`src/rtl/onehot_mux_pipe.sv`:
```
// onehot_mux_pipe: registered one-hot N-way selector with valid/ready output and rejected-select counter (option: ONEHOT_MUX_PRIORITY_EN)
module onehot_mux_pipe #(
   parameter int N         = 16,
   parameter int WIDTH     = 32,
   parameter int ERR_CNT_W = 8
) (
   input  logic                 clk,
   input  logic                 reset,
   input  logic [N*WIDTH-1:0]   mux_in,
   input  logic [N-1:0]         hotselect,
   input  logic                 sel_valid,
   output logic                 sel_ready,
   output logic [WIDTH-1:0]     muxout,
   output logic                 out_valid,
   input  logic                 out_ready,
   output logic                 sel_error,
   output logic [ERR_CNT_W-1:0] err_count
);
   localparam logic [N-1:0]         ONE     = {{(N-1){1'b0}}, 1'b1};
   localparam logic [ERR_CNT_W-1:0] CNT_ONE = {{(ERR_CNT_W-1){1'b0}}, 1'b1};
   localparam logic [ERR_CNT_W-1:0] CNT_MAX = '1;
   typedef enum logic {EMPTY, FULL} state_t;
   state_t           state, state_n;
   logic [N-1:0]     low;
   logic [WIDTH-1:0] sel_data;
   logic             legal, accept, load;
   // lowest set bit; equals hotselect whenever the select is truly one-hot
   assign low = hotselect & (~hotselect + ONE);
`ifdef ONEHOT_MUX_PRIORITY_EN
   assign legal = |hotselect;
`else
   assign legal = |hotselect && ((hotselect & (hotselect - ONE)) == '0);
`endif
   assign out_valid = (state == FULL);
   assign sel_ready = !reset && (!out_valid || out_ready);
   assign accept    = sel_valid && sel_ready;
   assign load      = accept && legal;
   // AND-OR selection of the channel picked by the lowest set select bit
   always_comb begin
      sel_data = '0;
      for (int k = 0; k < N; k++)
         sel_data = sel_data | (mux_in[k*WIDTH +: WIDTH] & {WIDTH{low[k]}});
   end
   // output FSM next state: fill on legal accept, drain on consume without refill
   always_comb begin
      state_n = state;
      if (state == EMPTY)
         state_n = load ? FULL : EMPTY;
      else
         state_n = (out_ready && !load) ? EMPTY : FULL;
   end
   // output FSM state register
   always_ff @(posedge clk) begin
      if (reset) state <= EMPTY;
      else       state <= state_n;
   end
   // data register, one-cycle error pulse and saturating error counter
   always_ff @(posedge clk) begin
      if (reset) begin
         muxout    <= '0;
         sel_error <= 1'b0;
         err_count <= '0;
      end else begin
         if (load) muxout <= sel_data;
         sel_error <= accept && !legal;
         if (accept && !legal && err_count != CNT_MAX) err_count <= err_count + CNT_ONE;
      end
   end
endmodule

```
`config.mk`:
```
export PLATFORM = sky130hd
export DESIGN_NAME = onehot_mux_pipe
export DESIGN_NICKNAME = d
export VERILOG_FILES = /design/src/rtl/onehot_mux_pipe.sv
export SDC_FILE = /design/constraint.sdc
export NUM_CORES = 1
export LEC_CHECK = 0
export ABC_AREA = 1
export CORE_AREA = 3 3 222 224
export CTS_BUF_LIST = sky130_fd_sc_hd__clkbuf_4
export DETAILED_ROUTE_END_ITERATION = 10
export DIE_AREA = 0 0 225 227
export HOLD_SLACK_MARGIN = 0.03
export SLEW_MARGIN = 10
export SYNTH_ARGS = -nofsm -noshare
export SYNTH_HDL_FRONTEND = slang
export SYNTH_SLANG_ARGS = --single-unit
```
`constraint.sdc`:
```
create_clock -name clk -period 5.6 [get_ports clk]
set_clock_uncertainty 0.05 [all_clocks]
set_input_delay 1.12 -clock clk [delete_from_list [all_inputs] [get_ports clk]]
set_output_delay 1.12 -clock clk [all_outputs]
set_load 0.03 [all_outputs]
```
# Word level (Yosys, flattened, before mapping)
# Cells that the tools add are included.
# word_totals
wordCells	59
output_inout_bits	43
in_bits	532
regBits	42
# classes
n_reduce_logical	14
muxes	3
n_eq_ne	1
n_addsub	3
n_bitwise	34
# ops
operator	count
32-bit AND	16
32-bit bitwise OR	15
16-bit AND	2
16-bit by 1-bit adder with 16-bit output, second input constant	1
16-bit zero test	1
16-bit inverter	1
16-bit OR reduction	1
16-bit by 1-bit subtractor with 16-bit output, second input constant	1
8-bit by 1-bit adder with 8-bit output, second input constant	1
8-bit != test, second input constant	1
1-bit logical AND	7
1-bit zero test	4
1-bit two-way mux	3
1-bit logical OR	1

# Longest topological paths before layout
# Gate-level depths: netlist (run 1).
# depth
ltp_word	19
mapped_depth	14
depth_no_buf	12

# Worst setup path before layout (run 1)
# No wires, ideal clock.
# synth_timing
path_kind	input port to output port
startpoint	input reset
endpoint	output sel_ready
required_ns	4.430
setup_slack_ns	2.614
cell_stages	2
t_arrival_ns	1.816
n_path_buf	1
cell_sequence	clkbuf_1 > a21oi_1
# synth_between
elab_chain_len	2
# synth_rtl
element	line	rtl
from (decl)	8	input logic reset,
1-bit zero test	35	assign sel_ready = !reset && (!out_valid || out_ready);
1-bit logical AND	35	
to (decl)	12	output logic sel_ready,
# No other way between the ends.

# Worst setup path after layout (run 1)
# layout_timing
startpoint	input hotselect[0]
endpoint	register muxout[30]
# layout_between
elab_chain_len	19
word_cells_on_any_way	40
cone_classes	2 x add/sub; 34 x bitwise; 4 x reduce/logical
# layout_rtl
element	line	rtl
from (decl)	10	input logic [N-1:0] hotselect,
16-bit inverter	28	assign low = hotselect & (~hotselect + ONE);
16-bit by 1-bit adder with 16-bit output	28	
16-bit AND	28	
32-bit AND	42	sel_data = sel_data | (mux_in[k*WIDTH +: WIDTH] & {WIDTH{low[k]}});
32-bit bitwise OR (15 in a row)	42	
to (signal assigned)	64	if (load) muxout <= sel_data;
to (decl)	13	output logic [WIDTH-1:0] muxout,
# Parallel ways exist; a longest one is shown, timed or not.
# A chain may end at the register's enable or synchronous reset.

==> flow_metrics.tcl, run 1 <==
set metrics [dict create \
    status "completed" \
    cts_resized 0 \
    ys_top_cells_by_area "nand2_1 35%, nor2_1 16%, dfxtp_1 14%, nand3_1 9.3%, inv_1 5.4%" \
    synth_fp_nets 1760 \
    path_class "primary input to flop" \
    design_power_total_w 0.00116 \
    routabilityCongestion 0.953 \
    hold_end "out_valid" \
    rr_endpoint "muxout[30]" \
    ys_seq_elements 42 \
    ctsLongestPathBuffers 2 \
    max_slew_margin_pct 27.6 \
    clock_sinks 42 \
    preCtsSetupSlack_ps 1120 \
    firstDrtPassIters 5 \
    first_iter_violations 574 \
    dp_hpwl_um 46400 \
    design.die.area_um2 51100 \
    die_x_um 225 \
    drc 0 \
    hp-class "flop to flop" \
    placeableCoreArea_um2 47500 \
    postCtsSetupBuffers 0 \
    crit_top_cell "nor2_1" \
    cp-end-kind "flop" \
    drive_gt1_share_pct 2.89 \
    vias 9949 \
    initial_core_util_pct 12.3 \
    fmax_mhz 249 \
    finalNetCount 2299 \
    min_period_ps 4010 \
    tritoncts "built" \
    synth_top_area_share_pct 35.0 \
    power.leakage_nw 5.30 \
    maxCapViolCount 0 \
    gr-total-overflow 0 \
    critPathBufInv 5 \
    hold_depth 2 \
    syn_area_per_cell_um2 4.77 \
    cts_max_level 2 \
    io_buffers 574 \
    grt_pass1_wl_um 73500 \
    r2r_cells 6 \
    cp-start-kind "primary input" \
    slew_violations 0 \
    rsz0062_at_grt "false" \
    power.density_nw_per_um2 94.0 \
    synth_top_area_cell "nand2_1" \
    area_growth_syn_to_layout_pct 111 \
    place_inst 2374 \
    drt-total-wl_um 53800 \
    viasPerCell 4.17 \
    cp_max_fo 36 \
    rrSetupSlack_ps 3420 \
    tightest_slew_ps 1080 \
    vdd_ir_drop_max_mv 0.110 \
    ant_nets 0 \
    grt_pass1_vias 10191 \
    fillers 5402 \
    min_from "out_valid" \
    setup_violations 0 \
    layoutNonFillerInstCount 2385 \
    rr_startpoint "out_valid" \
    grt_max_degree 37 \
    max_stage_delay_ps 560 \
    die_h_um 227 \
    clk_pin_slew_ps 170 \
    crit_required_ps 5850 \
    hold_viol 0 \
    insertion_delay_ps 400 \
    num_rows 80 \
    syn_inst 1227 \
    numCtsBuffers 5 \
    wire_per_inst_um 22.5 \
    root_buffer "clkbuf_4" \
    fin_setup_tns_ps 0 \
    ys_seq_area_share_pct 14.4 \
    fin_ws_ps 1590 \
    hold_buffers 0 \
    utilization_pct 26.0 \
    grt_usage_pct 20.1 \
    io_pins 575 \
    synth_area_um2 5860 \
    crit_path_top_delay_cell "clkinv_1" \
    critical-path-top-delay-family "buffers and inverters" \
    period_share_pct 71.7 \
    crit_chain "clkdlybuf4s50_1 > buf_4 > nor2_8 > nand2_4 > nor2_1 > nand2_1 > buf_4 > clkinv_1 > buf_4 > nand2_1 > nand2_1 > nor2_1 > nand4_1 > nor2_1 > nor2_1" \
    antenna_found_initial 11 \
    yosysUniqueCellTypes 33 \
    arrival_ps 4260 \
    ys_warn_count 0 \
]
-- cells in the mapped netlist --
master / n
nor2_4: 3
nor2_2: 3
inv_2: 2
buf_2: 20
xor2_1: 3
buf_1: 1
o22ai_1: 1
o21ai_1: 19
nor3_1: 6
nand2_1: 546
dfxtp_1: 42
ha_1: 1
nand3b_1: 1
nor2_8: 2
a21oi_1: 25
nor3b_1: 1
nand2_4: 1
clkinv_1: 3
buf_6: 7
a31oi_1: 8
clkbuf_1: 29
nand3_2: 2
a21oi_2: 1
nand3_4: 1
inv_1: 84
xnor2_1: 2
nand4_1: 39
nand3_1: 109
inv_4: 1
o21ai_0: 14
o21bai_1: 1
nand2_2: 2
nor2_1: 247
-- routing by layer --
layer / share of wire, % / vias to the layer above / wire length [um] / GRT usage, %
li1: - / 4909 / - / -
met1: 39 / 4522 / 20900 / 23.1
met2: 52 / 461 / 27900 / 38.7
met3: 6.8 / 47 / 3670 / 3.78
met4: 2.3 / 10 / 1240 / 4.41
met5: 0.13 / - / 69 / 0
-- where the power goes --
part | leakage, nW | switching [W] | internal, W
Clock | 0.0554 | 0.000130 | 0.000140
Sequential | 0.339 | 0.00000134 | 0.000301
Combinational | 4.91 | 0.000215 | 0.000375
Total | 5.30 | 0.000347 | 0.000815
-- sequential cells by signal (all words and copies together) (netlist names) --
signal,count
err_count,8
muxout,32
out_valid,1
sel_error,1
-- kinds of logic after synthesis --
logic type	count (synthesis)	synth area share, %
AOI/OAI and AO/OA	69	6.20
xor gates and xnor gates	5	0.748
adders and majority gates	1	0.214
buffers and inverters	147	10.8
DFF	42	14.4
and+or+nand+nor	963	67.7
-- cell usage in the layout, fill, tap and decap left out --
| master | instances |
|---|---|
| a31oi_1 | 8 |
| o21bai_1 | 1 |
| nor2_4 | 10 |
| nand2_4 | 1 |
| nand2_2 | 2 |
| clkdlybuf4s50_1 | 574 |
| inv_1 | 84 |
| nor3b_1 | 1 |
| o22ai_1 | 1 |
| nand3_4 | 1 |
| nor3_1 | 6 |
| dfxtp_1 | 42 |
| a21oi_2 | 1 |
| o21ai_1 | 19 |
| nor2_2 | 6 |
| xnor2_1 | 2 |
| o21ai_0 | 14 |
| diode_2 | 3 |
| clkbuf_4 | 5 |
| nor2_1 | 237 |
| nand3b_1 | 1 |
| nand3_2 | 2 |
| ha_1 | 1 |
| xor2_1 | 3 |
| inv_2 | 2 |
| nand4_1 | 39 |
| inv_4 | 1 |
| nor2_8 | 2 |
| buf_4 | 15 |
| a21oi_1 | 25 |
| clkinv_1 | 3 |
| nand3_1 | 109 |
| clkinv_4 | 1 |
| bufinv_16 | 2 |
| nand2_1 | 546 |
-- worst reg2reg max path: cells and delay by family, from the launching register on --
kind            cells  cell delay (ps)
flops               1              360
compound gates      1              190
simple gates        4             1120
buf+inv             1              350
-- metrics by stage --
stage	area (um^2)	hold WS, ps
floorplan	5860	565
global placement	12300	429
detailed placement	12300	442
CTS	12400	471
global route	12400	504
finish	12400	473
-- final cells by class --
type / instances / area [um^2] / share of cell area (%)
sequential: 42 / 841 / 6.80
tap: 615 / 769 / 6.22
clock buffer: 5 / 37.5 / 0.304
multi-input combinational: 1038 / 4440 / 35.9
antenna: 3 / 7.51 / 0.0607
clock inverter: 3 / 68.8 / 0.556
timing repair buffer: 589 / 5860 / 47.4
inverter: 90 / 340 / 2.75
-- how the worst max path moves through the flow --
stage / start / endpoint / slack [ps] / cells after the start
floorplan: reset / sel_ready / 2610 / 2
global placement: hotselect[0] / muxout[30] / 1150 / 15
detailed placement: hotselect[0] / muxout[30] / 1120 / 15
CTS: hotselect[0] / muxout[30] / 1560 / 15
global route: hotselect[0] / muxout[30] / 1350 / 15
finish: hotselect[0] / muxout[30] / 1590 / 15
(Power assumes the default switching activity.)
==> run 2, diff against run 1 <==
Clock period 5.6 ns to 4.1 ns, I/O delays scaled along.
==> flow_metrics.tcl, run 2 (synthesis gave the netlist of run 1 again) <==
set metrics [dict create \
    status "completed" \
    rsz0062_at_grt "false" \
    fin_setup_tns_ps 0 \
    final_common_cell "clkdlybuf4s50_1" \
    cts_resized 0 \
    period_share_pct 78.2 \
    gr-total-overflow 0 \
    maxCapViolCount 0 \
    num_rows 80 \
    crit_required_ps 3230 \
    placeableCoreArea_um2 47500 \
    ant_nets 0 \
    finalNetCount 2316 \
    min_period_ps 3210 \
    setup_violations 0 \
    clk_pin_slew_ps 170 \
    hold_viol 0 \
    pwr-share-seq_pct 26.1 \
    power.density_nw_per_um2 126 \
    grt_pass1_wl_um 74000 \
    power.leakage_nw 5.40 \
    cp-end-kind "output pin" \
    drc 0 \
    grt_usage_pct 20.3 \
    drive_gt1_share_pct 3.81 \
    postCtsSetupBuffers 0 \
    cp_max_fo 8 \
    firstDrtPassIters 7 \
    internal-power_w 0.00112 \
    first_iter_violations 602 \
    ctsLongestPathBuffers 2 \
    utilization_pct 26.4 \
    combPwrFrac_pct 50.9 \
    tightest_slew_ps 995 \
    hold_buffers 0 \
    io_buffers 574 \
    tritoncts "built" \
    io_pins 575 \
    dp_hpwl_um 46800 \
    fmax_mhz 312 \
    cp-start-kind "primary input" \
    area_growth_syn_to_layout_pct 115 \
    netSwitchingFraction_pct 29.3 \
    grt_max_degree 34 \
    routabilityCongestion 0.885 \
    final_cell_mix "574 x clkdlybuf4s50_1, 546 x nand2_1, 237 x nor2_1" \
    top_register "muxout" \
    drt-total-wl_um 54200 \
    reg_top3 "muxout (32), err_count (8)" \
    insertion_delay_ps 390 \
    hp-class "flop to flop" \
    wire_per_inst_um 22.5 \
    clock_sinks 42 \
    vias 10176 \
    root_buffer "clkbuf_4" \
    max_slew_margin_pct 33.6 \
    design.die.area_um2 51100 \
    vdd_ir_drop_max_mv 0.153 \
    numCtsBuffers 5 \
    die_h_um 227 \
    path_class "primary input to output pin" \
    slew_violations 0 \
    grt_pass1_vias 10456 \
    design_power_total_w 0.00158 \
    die_x_um 225 \
    switching_power_w 0.000463 \
    arrival_ps 2340 \
    fillers 5456 \
    viasPerCell 4.22 \
    largest_reg_flops 32 \
    antenna_found_initial 21 \
    clkPwrFrac_pct 23.0 \
    initial_core_util_pct 12.3 \
    cts_max_level 2 \
]
-- run 2: cell count changes in the layout (fill, tap and decap cells not counted), sizes merged --
| cell | change |
|---|---|
| buf | +17 |
| diode | +12 |
-- run 2: through the flow --
stage	hold slack (ps)	setup slack, ps	cell area (um^2)	instances
finish	457	894	12600	2414
global route	494	749	12600	2413
CTS	455	871	12500	2399
detailed placement	430	489	12400	2391
global placement	430	474	12400	2391
floorplan	565	1550	5860	1227
-- run 2: metal layers --
layer  GRT usage [%]  wire length [um]  vias to the layer above
li1                -                 -                     4960
met1            22.1             20200                     4678
met2            37.6             27900                      462
met3            4.54              3980                       68
met4            9.60              2090                        8
met5               0                49                        -
-- run 2: worst max-delay path, cell delays in order --
cell,delay (ps)
clkdlybuf4s50_1,560
a21oi_1,240
clkdlybuf4s50_1,710
-- run 2: final cells by class --
| cell class | count | area (um^2) | area share (%) |
|---|---|---|---|
| diodes | 15 | 37.5 | 0.299 |
| clock buffers | 5 | 37.5 | 0.299 |
| clock inverters | 3 | 68.8 | 0.547 |
| inverters | 90 | 340 | 2.71 |
| multi-input cells | 1038 | 4440 | 35.3 |
| flip-flops and latches | 42 | 841 | 6.69 |
| well taps | 615 | 769 | 6.12 |
| repair buffers | 606 | 6040 | 48.0 |
-- run 2: final timing paths --
path	start	to	slack, ps	depth (start not counted)
max reg2reg	out_valid	muxout[15]	2280	6
min	out_valid	out_valid	460	2
min reg2reg	out_valid	out_valid	460	2
max	reset	sel_ready	890	3
-- run 2: power by group through the flow --
stage	clock network, W	registers [W]	logic [W]
detailed placement	0	0.000421	0.000809
finish	0.000364	0.000412	0.000805
CTS	0.000384	0.000412	0.000815
global placement	0	0.000421	0.000809
floorplan	0	0.000425	0.000156
global route	0.000396	0.000413	0.000861
